`src/rtl/reg_targetio_ctrl.sv`:
```
// Target-IO controller on the 8-bit register bus.
// Provides a drive mode per line, a synchroniser and stability filter per line,
// a maskable AND/OR trigger combiner and a sticky trigger-seen flag.
module reg_targetio_ctrl #(
    parameter int unsigned NUM_IO       = 4,
    parameter int unsigned FILTER_W     = 8,
    parameter logic [5:0]  ADDR_IOMODE  = 6'd58,
    parameter logic [5:0]  ADDR_TRIGCFG = 6'd59,
    parameter logic [5:0]  ADDR_STATUS  = 6'd60
) (
    input  logic              clk,
    input  logic              reset_i,
    input  logic [5:0]        reg_address,
    input  logic [15:0]       reg_bytecnt,
    input  logic [7:0]        reg_datai,
    output logic [7:0]        reg_datao,
    input  logic [15:0]       reg_size,
    input  logic              reg_read,
    input  logic              reg_write,
    input  logic              reg_addrvalid,
    input  logic [5:0]        reg_hypaddress,
    output logic [15:0]       reg_hyplen,
    output logic              reg_stream,
    input  logic [NUM_IO-1:0] io_in_i,
    input  logic [NUM_IO-1:0] io_src_i,
    input  logic              target_highz_i,
    output logic [NUM_IO-1:0] io_out_o,
    output logic [NUM_IO-1:0] io_oe_o,
    output logic [NUM_IO-1:0] io_level_o,
    output logic              trigger_o
);

    // Filter length arrives as a byte; widen so saturation works for any FILTER_W.
    localparam int unsigned      EXT_W    = (FILTER_W > 8) ? FILTER_W : 8;
    localparam logic [EXT_W-1:0] FLEN_MAX = EXT_W'((64'(1) << FILTER_W) - 64'(1));

    logic [NUM_IO-1:0][1:0]          mode_q;
    logic [NUM_IO-1:0]               mask_q;
    logic                            combine_q;
    logic                            invert_q;
    logic [FILTER_W-1:0]             flen_q;
    logic                            sticky_q, sticky_d;
    logic                            trig_q, trig_d;
    logic [NUM_IO-1:0]               sync1_q, sync2_q;
    logic [NUM_IO-1:0]               level_q, level_d;
    logic [NUM_IO-1:0][FILTER_W-1:0] cnt_q, cnt_d;
    logic [7:0]                      datao_q, datao_d;

    logic                wr_en;
    logic                wr_iomode, wr_trig, wr_clr;
    logic [EXT_W-1:0]    datai_ext;
    logic [FILTER_W-1:0] flen_wr;
    logic                comb_or, comb_and, comb;
    logic                unused_size;

    assign unused_size = ^reg_size;
    assign reg_stream  = 1'b0;
    assign reg_datao   = datao_q;
    assign io_level_o  = level_q;
    assign trigger_o   = trig_q;

    // Write strobes and saturated filter length.
    always_comb begin
        wr_en     = reg_write & reg_addrvalid;
        wr_iomode = wr_en && (reg_address == ADDR_IOMODE);
        wr_trig   = wr_en && (reg_address == ADDR_TRIGCFG);
        wr_clr    = wr_en && (reg_address == ADDR_STATUS) && (reg_bytecnt == 16'd1)
                    && reg_datai[0];
        datai_ext = EXT_W'(reg_datai);
        flen_wr   = (datai_ext > FLEN_MAX) ? FLEN_MAX[FILTER_W-1:0] : datai_ext[FILTER_W-1:0];
    end

    // Configuration registers; byte indices past each register's length match nothing.
    always_ff @(posedge clk) begin
        if (reset_i) begin
            mode_q    <= '0;
            mask_q    <= '0;
            combine_q <= 1'b0;
            invert_q  <= 1'b0;
            flen_q    <= '0;
        end else begin
            if (wr_iomode) begin
                for (int n = 0; n < int'(NUM_IO); n++) begin
                    if (reg_bytecnt == 16'(n)) begin
                        mode_q[n] <= reg_datai[1:0];
                    end
                end
            end
            if (wr_trig) begin
                case (reg_bytecnt)
                    16'd0: mask_q <= reg_datai[NUM_IO-1:0];
                    16'd1: begin
                        combine_q <= reg_datai[0];
                        invert_q  <= reg_datai[1];
                    end
                    16'd2: flen_q <= flen_wr;
                    default: ;
                endcase
            end
        end
    end

    // Drive path: purely combinational so passthrough sources see no added latency.
    always_comb begin
        io_out_o = '0;
        io_oe_o  = '0;
        for (int n = 0; n < int'(NUM_IO); n++) begin
            case (mode_q[n])
                2'd1:    io_out_o[n] = io_src_i[n] & ~target_highz_i;
                2'd3:    io_out_o[n] = ~target_highz_i;
                default: io_out_o[n] = 1'b0;
            endcase
            io_oe_o[n] = (mode_q[n] != 2'd0) & ~target_highz_i;
        end
    end

    // Stability filter next state: a change is accepted once it has persisted past L compares.
    always_comb begin
        level_d = level_q;
        cnt_d   = cnt_q;
        for (int n = 0; n < int'(NUM_IO); n++) begin
            if (sync2_q[n] != level_q[n]) begin
                // >= so that lowering L below a running count still takes effect
                if (cnt_q[n] >= flen_q) begin
                    level_d[n] = sync2_q[n];
                    cnt_d[n]   = '0;
                end else begin
                    cnt_d[n] = cnt_q[n] + FILTER_W'(1);
                end
            end else begin
                cnt_d[n] = '0;
            end
        end
    end

    // Synchroniser, filter counters and filtered levels.
    always_ff @(posedge clk) begin
        if (reset_i) begin
            sync1_q <= '0;
            sync2_q <= '0;
            level_q <= '0;
            cnt_q   <= '0;
        end else begin
            sync1_q <= io_in_i;
            sync2_q <= sync1_q;
            level_q <= level_d;
            cnt_q   <= cnt_d;
        end
    end

    // Trigger combiner and sticky flag next state; a rising edge beats a clear.
    always_comb begin
        comb_or  = |(level_q & mask_q);
        comb_and = &(level_q | ~mask_q);
        comb     = combine_q ? comb_and : comb_or;
        trig_d   = (mask_q == '0) ? 1'b0 : (comb ^ invert_q);
        sticky_d = sticky_q;
        if (wr_clr) begin
            sticky_d = 1'b0;
        end
        if (trig_d & ~trig_q) begin
            sticky_d = 1'b1;
        end
    end

    // Trigger output and sticky flag registers.
    always_ff @(posedge clk) begin
        if (reset_i) begin
            trig_q   <= 1'b0;
            sticky_q <= 1'b0;
        end else begin
            trig_q   <= trig_d;
            sticky_q <= sticky_d;
        end
    end

    // Read mux: zero unless this block owns an in-range byte being read (OR-bus safe).
    always_comb begin
        datao_d = '0;
        if (reg_read && reg_addrvalid) begin
            if (reg_address == ADDR_IOMODE) begin
                for (int n = 0; n < int'(NUM_IO); n++) begin
                    if (reg_bytecnt == 16'(n)) begin
                        datao_d = {6'b0, mode_q[n]};
                    end
                end
            end else if (reg_address == ADDR_TRIGCFG) begin
                case (reg_bytecnt)
                    16'd0:   datao_d = 8'(mask_q);
                    16'd1:   datao_d = {6'b0, invert_q, combine_q};
                    16'd2:   datao_d = 8'(flen_q);
                    default: datao_d = '0;
                endcase
            end else if (reg_address == ADDR_STATUS) begin
                case (reg_bytecnt)
                    16'd0:   datao_d = 8'(level_q);
                    16'd1:   datao_d = {7'b0, sticky_q};
                    default: datao_d = '0;
                endcase
            end
        end
    end

    // Registered read data, one cycle behind address.
    always_ff @(posedge clk) begin
        if (reset_i) begin
            datao_q <= '0;
        end else begin
            datao_q <= datao_d;
        end
    end

    // Register length lookup for the hypothetical address.
    always_comb begin
        reg_hyplen = '0;
        if (reg_hypaddress == ADDR_IOMODE) begin
            reg_hyplen = 16'(NUM_IO);
        end else if (reg_hypaddress == ADDR_TRIGCFG) begin
            reg_hyplen = 16'd3;
        end else if (reg_hypaddress == ADDR_STATUS) begin
            reg_hyplen = 16'd2;
        end
    end

endmodule
```
`config.mk`:
```
export PLATFORM = sky130hd
export DESIGN_NAME = reg_targetio_ctrl
export DESIGN_NICKNAME = d
export VERILOG_FILES = /design/src/rtl/reg_targetio_ctrl.sv
export SDC_FILE = /design/constraint.sdc
export NUM_CORES = 1
export LEC_CHECK = 0
export CORE_MARGIN = 3
export CORE_UTILIZATION = 40
export CTS_CLUSTER_DIAMETER = 200
export CTS_CLUSTER_SIZE = 14
export DETAILED_ROUTE_END_ITERATION = 10
export GPL_TIMING_DRIVEN = 0
export PLACE_DENSITY = 0.67
export SLEW_MARGIN = 5
export SYNTH_ARGS = -nofsm -noshare
export SYNTH_HDL_FRONTEND = slang
export SYNTH_SLANG_ARGS = --single-unit
```
`constraint.sdc`:
```
create_clock -name clk -period 2.7 [get_ports clk]
set_input_delay 0.81 -clock clk [delete_from_list [all_inputs] [get_ports clk]]
set_output_delay 0.81 -clock clk [all_outputs]
set_load 0.01 [all_outputs]
```
==> impl_metrics.csv <==
group,metric,value,unit
status,status,"finished, final reports clean",
run,cap_violations,0,
clock_network,htreeDepth,3,
die,die_area,11600,um^2
detailed_routing,via_per_inst,5.04,
critical_path,cp.depth,4,
detailed_routing,drtIter0Drc,197,
die,core-area,9910,um^2
clock_network,insertion_delay,340,ps
clock_network,postCtsSetupRepairBufs,0,
critical_path,path_max_fanout,3,
clock_network,tritoncts,"built",
critical_path,rr_endpoint,"cnt_q[30]",
place,hpwl,7.28,mm
global_routing,overflow,0,
power,ir_drop,337,uV
die,die_w,107,um
timing,setup_ws,35.5,ps
finish,drive_gt1_share,10.0,%
place,post_dp_cell_area,5040,um^2
place,numPortBuffers,70,
timing,fin_skew,9.05,ps
yosys,ys_async_sr_fraction,0,%
detailed_routing,wl_per_cell,14.1,um
finish,stdcell_area,5290,um^2
critical_path,critPathBufInv,2,
yosys,yosys_warnings,0,
critical_path,cp_slowest_cell,"clkdlybuf4s50_1",
yosys,ys_ff_latch,76,
global_routing,grt_pass1_vias,3297,
timing,fmax,375,MHz
clock_network,ctsHoldBuffers,0,
die,initial_core_util,41.6,%
global_routing,grt_first_pass_wirelength,15.9,mm
finish,fin_nets,646,
timing,finalSetupTns,0,ps
critical_path,crit_end,"reg_hyplen[0]",
timing,rsz0062_at_grt,"false",
critical_path,crit_chain,"clkdlybuf4s50_1 -> nand3_1 -> nor4bb_1 -> buf_2",
die,die_h,107,um
global_routing,grt_max_degree,14,
detailed_routing,vias,3429,
yosys,synth-seq-area-share,36.9,%
yosys,synthCells,450,
clock_network,clkTransAtPathRegs,70,ps
yosys,synth_edf_count,0,
detailed_routing,drc,0,
power,pwr_density_cell,458,nW/um^2
yosys,synth_top_area_share,36.9,%
detailed_routing,dr.pass1.iters,4,
critical_path,crit_family,"buffers and inverters",
die,boundaryPins,104,
finish,area_growth,28.4,%
critical_path,worstReg2RegStart,"flen_q[1]",
timing,fin_crit_sh,98.7,%
clock_network,clock-root-buffer,"clkbuf_8",
timing,min_period,2660,ps
detailed_routing,ant_nets,0,
yosys,ys.flop_type,"dfxtp_1",
yosys,synth_area_per_cell,9.16,um^2
timing,slew_violations,0,
global_routing,track_usage,17.2,%
critical_path,critPathMaxStageDelay,450,ps
timing,hold_viol_final,0,
critical_path,required,1890,ps
critical_path,crit_path_start_kind,"primary input",
critical_path,arrival,1850,ps
finish,final_core_util,53.4,%
yosys,yosys.area.top_type,"dfxtp_1",
yosys,ys_types,52,
yosys,yosys-top-cells-area,"dfxtp_1, ha_1, nor2_1",
finish,n_antenna_cell,0,
critical_path,critPathLaunch,"reg_hypaddress[4]",
critical_path,r2r_cells,7,
global_routing,antenna_found_initial,0,
yosys,netlist_area,4120,um^2
timing,finalSetupViolCount,0,
place,routabilityCongestion,0.846,
die,num_rows,36,
timing,worst_pin_slew,789,ps
timing,relSlewSlack,47.0,%
clock_network,cts_sinks,76,
place,pre_cts_ws,-594,ps
power,leakage,2.02,nW
critical_path,worstSetupPathType,"in2out",
detailed_routing,drt_wl_total,9.61,mm
hold_path,min_path_type,"reg2reg",
critical_path,endpoint_kind,"primary output",
clock_network,numCtsBuffers,9,
hold_path,hold_start,"sync1_q[0]",
clock_network,cts_buffer_depth,2,
critical_path,r2r_slack,590,ps
sequential cells by signal (all words and copies together), names as in the netlist:
name        flops
sync2_q         4
trigger_o       1
cnt_q          32
reg_datao       8
flen_q          8
invert_q        1
io_level_o      4
sync1_q         4
mode_q          8
mask_q          4
sticky_q        1
combine_q       1
where the power goes:
group / switching, mW / internal [mW]
registers: 0.00563 / 1.13
clock network: 0.419 / 0.706
logic: 0.0717 / 0.0925
total: 0.496 / 1.93
per-stage QoR:
step | hold WS, ps | instances | power, mW
2_1_floorplan | 414 | 463 | 1.23
3_3_place_gp | 421 | 666 | 1.32
3_5_place_dp | 427 | 666 | 1.32
4_1_cts | 445 | 681 | 2.45
5_1_grt | 448 | 681 | 2.51
6_report | 440 | 681 | 2.42
cells in the final DEF, fill, tap and decap left out, types with 6 or more instances in the layout:
master / Yosys / final
clkbuf_8: 0 / 9
mux2i_1: 22 / 22
ha_1: 36 / 36
buf_4: 14 / 14
and2_1: 6 / 6
o211ai_1: 8 / 8
nand2_1: 11 / 11
dlygate4sd2_1: 0 / 7
nor2_1: 74 / 74
buf_2: 3 / 6
and3_1: 9 / 9
conb_1: 1 / 14
dfxtp_1: 76 / 76
clkbuf_1: 6 / 6
o21ai_0: 7 / 7
a21oi_1: 11 / 10
clkdlybuf4s50_1: 0 / 60
a22oi_1: 7 / 7
nand3_1: 22 / 22
inv_1: 28 / 28
xor2_1: 24 / 24
nor2b_1: 13 / 13
cell usage after synthesis, types with 2 or more instances:
cell,n
nor3b_1,4
o21a_1,4
a21oi_1,11
a211oi_1,5
nor4_4,5
a41oi_1,4
nand2_1,11
nand3b_1,3
and2_1,6
mux4_2,2
and3_1,9
buf_4,14
or2_2,2
nand3_1,22
a22oi_1,7
clkbuf_1,6
nor4_2,2
nor2b_1,13
o41ai_1,5
o21ai_0,7
o211ai_1,8
mux2i_1,22
xnor2_1,5
o22ai_1,2
xor2_1,24
nor4_1,4
inv_1,28
nand4_1,2
mux2_2,2
dfxtp_1,76
buf_2,3
nor3_1,3
o21ai_1,2
ha_1,36
nor2_1,74
kinds of logic (layout without fill, tap and decap cells):
kind of cell | count (synthesis) | count (layout) | synth area share, %
compound gates | 60 | 60 | 10.0
xor+xnor | 29 | 29 | 6.16
fa+ha+maj | 36 | 36 | 10.9
buf+inv | 53 | 138 | 6.19
flops | 76 | 76 | 36.9
mux | 26 | 26 | 6.98
other cells | 1 | 14 | 0.0910
simple gates | 169 | 169 | 22.7
area by class of cell:
class	count	area [um^2]
plain buffers	24	146
clock buffers	9	124
clock inverters	6	136
fillers	933	4620
inverters	29	109
multi-input cells	334	2410
flip-flops and latches	76	1520
well taps	133	166
repair buffers	70	677
repair_timing:
item,in CTS,in global routing
gates resized for setup,23,1
pin swaps,1,1
hold endpoints to repair,0,0
setup endpoints to repair,7,5
metal layers:
layer	GRT usage (%)	vias to the layer above	part of all wire [%]
met4	3.43	0	1.0
met3	4.80	6	8.5
met2	28.5	97	45
met1	22.5	1590	46
met5	0	-	0
li1	-	1736	-
worst min-delay path by stage:
| stage | endpoint | slack [ps] | cells after the start |
|---|---|---|---|
| floorplan | sync2_q[0] | 410 | 1 |
| global placement | sync2_q[0] | 420 | 1 |
| detailed placement | sync2_q[0] | 430 | 1 |
| CTS | sync2_q[1] | 450 | 1 |
| global route | sync2_q[1] | 450 | 1 |
| finish | sync2_q[0] | 440 | 1 |
(Power assumes the default switching activity.)
